===== config.mk =====
export PLATFORM = sky130hd
export DESIGN_NAME = mem_access_ctrl
export DESIGN_NICKNAME = d
export VERILOG_FILES = /design/src/rtl/mem_access_ctrl.sv
export SDC_FILE = /design/constraint.sdc
export NUM_CORES = 1
export LEC_CHECK = 0
export BUFFER_PORTS_ARGS = -buffer_cell sky130_fd_sc_hd__buf_2
export CORE_ASPECT_RATIO = 0.9
export CORE_MARGIN = 2
export CORE_UTILIZATION = 30
export CTS_CLUSTER_DIAMETER = 60
export DETAILED_ROUTE_END_ITERATION = 10
export PLACE_DENSITY = 0.52
export SYNTH_ARGS = -nofsm -noshare
export SYNTH_HDL_FRONTEND = slang
export SYNTH_SLANG_ARGS = --single-unit

===== constraint.sdc =====
create_clock -name clk -period 2.2 [get_ports clk]
set_input_delay 0.33 -clock clk [delete_from_list [all_inputs] [get_ports clk]]
set_output_delay 0.33 -clock clk [all_outputs]
set_load 0.005 [all_outputs]

===== src/rtl/mem_access_ctrl.sv =====
// MEM-stage data-memory access sequencer. Drives a req/gnt/rvalid bus, stalls the pipeline
// while an access is outstanding, and handles lane steering, extension and bus timeout.
module mem_access_ctrl #(
  parameter int unsigned TIMEOUT_CYCLES = 255,
  parameter logic [1:0]  WD_SEL_DRAM    = 2'b01
) (
  input  logic        clk,
  input  logic        rst,
  input  logic        instr_valid_mem_i,
  input  logic        dram_we_mem_i,
  input  logic [1:0]  wd_sel_mem_i,
  input  logic [3:0]  sl_type_mem_i,
  input  logic [31:0] alu_result_mem_i,
  input  logic [31:0] rD2_mem_i,
  output logic        mem_req_o,
  output logic        mem_we_o,
  output logic [31:0] mem_addr_o,
  output logic [31:0] mem_wdata_o,
  output logic [3:0]  mem_wstrb_o,
  input  logic        mem_gnt_i,
  input  logic        mem_rvalid_i,
  input  logic [31:0] mem_rdata_i,
  output logic        stall_o,
  output logic        mem_done_o,
  output logic [31:0] load_data_o,
  output logic        misalign_o,
  output logic        timeout_o
);

  localparam logic [3:0] SlLb  = 4'd1;
  localparam logic [3:0] SlLh  = 4'd2;
  localparam logic [3:0] SlLw  = 4'd3;
  localparam logic [3:0] SlLbu = 4'd4;
  localparam logic [3:0] SlLhu = 4'd5;
  localparam logic [3:0] SlSb  = 4'd6;
  localparam logic [3:0] SlSh  = 4'd7;
  localparam logic [3:0] SlSw  = 4'd8;

  localparam int unsigned CntW = $clog2(TIMEOUT_CYCLES) + 1;
  localparam logic [CntW-1:0] CntLast = CntW'(TIMEOUT_CYCLES - 1);

  typedef enum logic [1:0] {StIdle, StReq, StWait, StDone} state_e;

  state_e          state_q, state_d;
  logic [CntW-1:0] cnt_q, cnt_d;
  logic            req_q, we_q, done_q, timeout_q;
  logic [31:0]     addr_q, wdata_q, load_data_q;
  logic [3:0]      wstrb_q, sl_q;
  logic [1:0]      off_q;

  logic        access, misalign, half_acc, word_acc;
  logic        fin_load, fin_timeout;
  logic [31:0] wdata_n, load_ext;
  logic [3:0]  wstrb_n;
  logic [7:0]  byte_sel;
  logic [15:0] half_sel;

  assign access   = instr_valid_mem_i & (dram_we_mem_i | (wd_sel_mem_i == WD_SEL_DRAM)) &
                    (sl_type_mem_i != 4'd0);
  assign half_acc = (sl_type_mem_i == SlLh) | (sl_type_mem_i == SlLhu) | (sl_type_mem_i == SlSh);
  assign word_acc = (sl_type_mem_i == SlLw) | (sl_type_mem_i == SlSw);
  assign misalign = access & ((half_acc & alu_result_mem_i[0]) |
                              (word_acc & (alu_result_mem_i[1:0] != 2'b00)));

  // Store lanes are replicated so the bus only needs the strobes to pick the byte(s).
  always_comb begin
    wdata_n = '0;
    wstrb_n = '0;
    case (sl_type_mem_i)
      SlSb: begin
        wdata_n = {4{rD2_mem_i[7:0]}};
        wstrb_n = 4'b0001 << alu_result_mem_i[1:0];
      end
      SlSh: begin
        wdata_n = {2{rD2_mem_i[15:0]}};
        wstrb_n = alu_result_mem_i[1] ? 4'b1100 : 4'b0011;
      end
      SlSw: begin
        wdata_n = rD2_mem_i;
        wstrb_n = 4'b1111;
      end
      default: ;
    endcase
  end

  assign byte_sel = mem_rdata_i[{off_q, 3'b000} +: 8];
  assign half_sel = mem_rdata_i[{off_q[1], 4'b0000} +: 16];

  always_comb begin
    load_ext = '0;
    case (sl_q)
      SlLb:    load_ext = {{24{byte_sel[7]}}, byte_sel};
      SlLh:    load_ext = {{16{half_sel[15]}}, half_sel};
      SlLw:    load_ext = mem_rdata_i;
      SlLbu:   load_ext = {24'd0, byte_sel};
      SlLhu:   load_ext = {16'd0, half_sel};
      default: load_ext = '0;
    endcase
  end

  // Completion is checked before the timeout so a last-cycle response still wins.
  always_comb begin
    state_d     = state_q;
    cnt_d       = cnt_q;
    stall_o     = 1'b0;
    fin_load    = 1'b0;
    fin_timeout = 1'b0;
    unique case (state_q)
      StIdle: begin
        if (access && !misalign) begin
          stall_o = 1'b1;
          state_d = StReq;
          cnt_d   = '0;
        end
      end
      StReq: begin
        stall_o = 1'b1;
        cnt_d   = cnt_q + CntW'(1);
        if (mem_gnt_i && we_q) begin
          state_d = StDone;
        end else if (mem_gnt_i && mem_rvalid_i) begin
          state_d  = StDone;
          fin_load = 1'b1;
        end else if (cnt_q == CntLast) begin
          state_d     = StDone;
          fin_timeout = 1'b1;
        end else if (mem_gnt_i) begin
          state_d = StWait;
        end
      end
      StWait: begin
        stall_o = 1'b1;
        cnt_d   = cnt_q + CntW'(1);
        if (mem_rvalid_i) begin
          state_d  = StDone;
          fin_load = 1'b1;
        end else if (cnt_q == CntLast) begin
          state_d     = StDone;
          fin_timeout = 1'b1;
        end
      end
      StDone:  state_d = StIdle;
      default: state_d = StIdle;
    endcase
  end

  always_ff @(posedge clk) begin
    if (rst) begin
      state_q     <= StIdle;
      cnt_q       <= '0;
      req_q       <= 1'b0;
      we_q        <= 1'b0;
      done_q      <= 1'b0;
      timeout_q   <= 1'b0;
      addr_q      <= '0;
      wdata_q     <= '0;
      wstrb_q     <= '0;
      load_data_q <= '0;
      sl_q        <= '0;
      off_q       <= '0;
    end else begin
      state_q     <= state_d;
      cnt_q       <= cnt_d;
      req_q       <= (state_d == StReq);
      done_q      <= (state_d == StDone);
      timeout_q   <= fin_timeout;
      load_data_q <= fin_load ? load_ext : 32'd0;
      if (state_q == StIdle && state_d == StReq) begin
        addr_q  <= {alu_result_mem_i[31:2], 2'b00};
        wdata_q <= wdata_n;
        wstrb_q <= wstrb_n;
        we_q    <= dram_we_mem_i;
        sl_q    <= sl_type_mem_i;
        off_q   <= alu_result_mem_i[1:0];
      end
    end
  end

  assign mem_req_o   = req_q;
  assign mem_we_o    = we_q;
  assign mem_addr_o  = addr_q;
  assign mem_wdata_o = wdata_q;
  assign mem_wstrb_o = wstrb_q;
  assign mem_done_o  = done_q;
  assign load_data_o = load_data_q;
  assign timeout_o   = timeout_q;
  assign misalign_o  = misalign;

endmodule


# Word-level counts from Yosys, hierarchy flattened
# Cells that the tools add are included.
[totals]
register_bits = 119
[classes]
addsub = 1
eq_ne = 19
shifts = 3
muxes = 25
n_bitwise = 11
reduce_logical = 12
[ops]
columns = ["operator", "n"]
rows = [
  ["case mux 32 bit (5 select lines)", 1],
  ["case mux 32 bit (3 select lines)", 1],
  ["variable part select 32 x 6 -> 16 bit", 1],
  ["variable part select 32 x 6 -> 8 bit", 1],
  ["equality test 4 x 3 -> 1 bit, second input constant", 5],
  ["case mux 9 bit (2 select lines)", 1],
  ["equality test 4 x 2 -> 1 bit, second input constant", 4],
  ["2-to-1 mux 2 bit", 7],
  ["case mux 4 bit (3 select lines)", 1],
  ["adder 9 x 1 -> 9 bit, second input constant", 1],
  ["equality test 9 x 8 -> 1 bit, second input constant", 1],
  ["2-to-1 mux 9 bit", 1],
  ["2-to-1 mux 1 bit", 8],
  ["case mux 2 bit (4 select lines)", 1],
  ["equality test 2 x 1 -> 1 bit, second input constant", 3],
  ["equality test 2 bit, second input constant", 3],
  ["case mux 1 bit (2 select lines)", 3],
  ["AND 1 bit", 5],
  ["OR 1 bit", 5],
  ["equality test 4 x 1 -> 1 bit, second input constant", 1],
  ["equality test 4 bit, second input constant", 1],
  ["logical AND 1 bit", 4],
  ["2-to-1 mux 4 bit", 1],
  ["nonzero test 2 bit", 2],
  ["other kinds (8)", 9],
]

# Logic depth before layout (Yosys ltp)
[logic_depth]
depth_word = 12
ltp_mapped = 10
ltp_nobuf = 7

# Least setup slack after synthesis
# No wires, ideal clock.
[synth_timing]
path_type = "input to register"
from = "input sl_type_mem_i[0]"
to = "register wdata_q[30], in the netlist mem_wdata_o[30]"
setup_time_ns = 0.141
t_arrival_ns = 1.884
t_required_ns = 2.059
slack_ns = 0.175
path_stages = 8
path_cell_list = "buf_6 > or3b_1 > a211o_1 > a31o_2 > buf_6 > buf_2 > nor2_1 > nor3_2"
[synth_via]
elab_chain_cells = 12
word_cells_on_any_way = 22
cone_classes = "7 x eq/ne; 3 x mux; 8 x bitwise; 4 x reduce/logical"
[synth_lines]
columns = ["element", "line", "rtl"]
rows = [
  ["start: declaration", "12", "input logic [3:0] sl_type_mem_i,"],
  ["equality test 4 x 2 -> 1 bit / equality test 4 x 3 -> 1 bit (equally long branches)", "60", "assign half_acc = (sl_type_mem_i == SlLh) | (sl_type_mem_i == SlLhu) | (sl_type_mem_i == SlSh);"],
  ["OR 1 bit (2 in a row)", "60", ""],
  ["AND 1 bit", "62", "assign misalign = access & ((half_acc & alu_result_mem_i[0]) |"],
  ["OR 1 bit", "62", ""],
  ["AND 1 bit", "62", ""],
  ["zero test 1 bit", "110", "if (access && !misalign) begin"],
  ["logical AND 1 bit", "110", ""],
  ["2-to-1 mux 2 bit", "110", ""],
  ["case mux 2 bit (4 select lines)", "108", "unique case (state_q)"],
  ["equality test 2 x 1 -> 1 bit", "168", "if (state_q == StIdle && state_d == StReq) begin"],
  ["logical AND 1 bit", "168", ""],
  ["end signal: assignment", "170", "wdata_q <= wdata_n;"],
  ["end: declaration", "47", "logic [31:0] addr_q, wdata_q, load_data_q;"],
]
# Several ways; a longest one is shown, not always the timed one.
# A chain may end at the register's enable or synchronous reset.

# Worst setup path in the final report
[layout_timing]
from = "input sl_type_mem_i[0]"
to = "output stall_o"
[layout_via]
elab_chain_cells = 10
word_cells_on_any_way = 18
cone_classes = "5 x eq/ne; 2 x mux; 8 x bitwise; 3 x reduce/logical"
[layout_lines]
columns = ["element", "line", "rtl"]
rows = [
  ["equality test 4 x 2 -> 1 bit / equality test 4 x 3 -> 1 bit (equally long branches)", "60", ""],
  ["OR 1 bit (2 in a row)", "60", ""],
  ["AND 1 bit", "62", ""],
  ["OR 1 bit", "62", ""],
  ["AND 1 bit", "62", ""],
  ["zero test 1 bit", "110", ""],
  ["logical AND 1 bit *", "110", ""],
  ["2-to-1 mux 1 bit *", "110", ""],
  ["case mux 1 bit (2 select lines) *", "108", ""],
  ["end: declaration", "23", "output logic stall_o,"],
]
# Mark *: on every way between the ends. The rest lies on a longest branch, timed or not.

==> impl_results.md <==
* Status: complete, no violations
* Hold Fails Final Rpt at 0
* Starting Density at 0.303
* RSZ-0062 raised after global routing: no
* Design Power at 7.29 mW
* H-tree levels at 4
* FILL cells at 1,876
* Worst vdd ir at 638 uV
* # IOs at 214
* Die area at 0.0195 mm2
* Final Critical Period at 2.06 ns
* Critical path required time at 1.87 ns
* Synthesized instance count at 631
* First-pass GRT wire length at 26.7 mm
* Avg Cell Area, Syn at 8.74 um2
* Placement-stage worst setup slack at 0.0674 ns
* Total Wirelength at 16.8 mm
* CTS Sinks at 119
* Crit path kind: in2out
* Hpwl dp at 12.0 mm
* Placed Instances at 1,065
* Cell area after synthesis at 0.00551 mm2
* PwrDens at 978 mW/mm2
* Worst Setup Start Kind: input port
* Post-synthesis register bit count at 119
* Hold slack at 0.158 ns
* Post-CTS Resized at 0
* Relative slew slack at 0.583
* Largest stage delay, worst path at 0.42 ns
* Post-CTS Setup Repair Bufs at 0
* Sequential share of the synthesized area at 0.432
* Critical path buffer and inverter count at 2
* Routed via count at 5,284
* Area after DPL at 0.00684 mm2
* Clock Skews at 0.00817 ns
* Max-Cap Viols at 0
* Cts bufs inserted at 17
* Most common cell after layout, fill and taps aside: buf_2
* CTS clock-pin slew for the worst setup and hold paths at 0.05 ns
* Vias in the first global route at 5,075
* GP Congestion at 0.810
* Worst-Margin Slew at 0.617 ns
* Max-slew violation count at 0
* Iteration-0 DRC Markers at 221
* Root buffer cell: clkbuf_16
* Crit-path most repeated cell: buf_2
* Row Count at 47
* Wire per inst at 15.4 um
* Longest Clk Path Bufs at 2
* Largest net degree at the start of global routing at 63
* Die X at 147 um
* First-pass DRT Iterations at 4
* Fmax at 0.484 GHz
* Via-per-instance ratio at 4.82
* Hold-fix buffers at CTS at 0
* Post-route insts no fill at 1,096
* Post-Route Utilization at 0.410
* CP endpoint kind: output pin
* Gr usage total at 0.170
* Residual DRC at 0
* Post-synth EDFFs at 0
* Most frequent cells in the layout: 210 x buf_2, 119 x dfxtp_1, 117 x nand2_1
* Initial antenna violation count at 0
* Highest net fanout along the worst path at 7
* Crit-path slowest cell: a211oi_1
* GRT overflow at 0
* Die Y at 133 um
* TritonCTS clock tree: yes
* Area growth, synth to finish at 35.1%
* Top FF cell, synth: dfxtp_1
* Worst-path cell chain: buf_2, or3b_1, a211oi_1, nor3_1, nand2_1, a21oi_1, buf_2
* Delay-heaviest family, CP: simple AND/OR/NAND/NOR gates
* Post-synth ARST share at 0
* Pleak at 3.25 nW
* Share of cells above drive strength 1 at 0.379
* Remaining antenna violation count at 0
* Final worst slack at 0.136 ns
* Number of port buffers at 211
* Part of the cycle the worst path needs at 0.938
* Clock Latency Late Sink at 0.41 ns
* Final #Nets at 954
* Synth Warn # at 0
* Worst EP arrival at 1.73 ns
* Setup TNS at 0 ns
* Hold Path Class: in2reg
* Unique masters post-synth at 59
* Design area at 0.00745 mm2
* Area of the core at 0.0182 mm2
* Finish-stage setup viols at 0
[cells by family after synthesis]
logic type	after synthesis	synth area share
and+or+nand+nor	256	0.240
buffers and inverters	62	0.0592
xor gates and xnor gates	1	0.00159
AOI/OAI and AO/OA	160	0.200
DFF	119	0.432
adders and majority gates	8	0.0177
other	1	0.000680
muxes	24	0.0493
[routing by layer]
layer,up-vias,global-route usage,part of all wire
met3,9,0.0597,0.082
met2,178,0.268,0.45
met4,0,0.0443,0.0075
li1,2656,-,-
met5,-,0,0
met1,2441,0.223,0.46
[worst reg2reg max path, stage by stage, from the launching register on]
cell      delay (ns)
dfxtp_1         0.30
inv_1           0.14
ha_1            0.28
o2111a_2        0.30
a31oi_2         0.20
or4_1           0.55
a21oi_1         0.14
[final timing paths]
path | startpoint | cells after the start | slack (ns) | to
setup / recovery | sl_type_mem_i[0] | 7 | 0.14 | stall_o
setup reg to reg | state_q[0] | 6 | 0.23 | cnt_q[7]
hold reg to reg | mem_addr_o[27] | 2 | 0.45 | mem_addr_o[27]
hold / removal | alu_result_mem_i[31] | 3 | 0.16 | mem_addr_o[31]
[cell type report]
cell class,instances,area [um2],share of cell area
diodes,1,2.50,0.000336
clock buffers,20,457,0.0613
clock inverters,10,153,0.0205
inverters,13,48.8,0.00655
multi-input cells,451,2820,0.379
flip-flops and latches,119,2380,0.320
well taps,245,307,0.0411
repair buffers,237,1280,0.172
[report_power, final]
part | leakage, nW | internal (mW) | total [mW] | switching, mW
combinational | 1.98 | 0.779 | 1.81 | 1.04
clock | 0.301 | 1.93 | 2.91 | 0.981
sequential | 0.970 | 2.40 | 2.56 | 0.155
total | 3.25 | 5.11 | 7.29 | 2.17
[registers in the layout, summed over array words and instances, names as in the netlist]
register and cells:
load_data_o 32, mem_wdata_o 32, mem_addr_o 30, cnt_q 9, mem_wstrb_o 4, sl_q 4
off_q 2, state_q 2, mem_done_o 1, mem_req_o 1, mem_we_o 1, timeout_o 1
[synth_stat cells (2+ instances only)]
| cell type | number | area (um2) |
|---|---|---|
| dfxtp_1 | 119 | 2380 |
| nand2_1 | 117 | 439 |
| a21oi_1 | 72 | 360 |
| nor2_1 | 49 | 184 |
| clkbuf_1 | 28 | 105 |
| nor3_2 | 25 | 250 |
| a221oi_1 | 24 | 210 |
| nand3b_1 | 21 | 158 |
| mux2_2 | 15 | 169 |
| inv_1 | 13 | 48.8 |
| nand3_1 | 13 | 65.1 |
| buf_6 | 10 | 113 |
| a31oi_1 | 9 | 56.3 |
| buf_2 | 9 | 45.0 |
| o21ai_0 | 9 | 45.0 |
| a2bb2oi_1 | 8 | 70.1 |
| mux2i_1 | 8 | 80.1 |
| ha_1 | 7 | 87.6 |
| nor3_1 | 7 | 35.0 |
| o31ai_1 | 5 | 37.5 |
| or3_1 | 4 | 25.0 |
| or4_1 | 4 | 30.0 |
| a21o_1 | 3 | 22.5 |
| a32oi_1 | 3 | 26.3 |
| o21a_1 | 3 | 22.5 |
| o21ba_2 | 3 | 30.0 |
| o22ai_1 | 3 | 18.8 |
| a211o_1 | 2 | 17.5 |
| a211oi_2 | 2 | 25.0 |
| a31o_2 | 2 | 17.5 |
| and3b_1 | 2 | 17.5 |
| and4b_1 | 2 | 20.0 |
| buf_4 | 2 | 15.0 |
| nand2b_1 | 2 | 12.5 |
| nor2b_1 | 2 | 12.5 |
No activity file was read; power rests on OpenSTA's default activity.
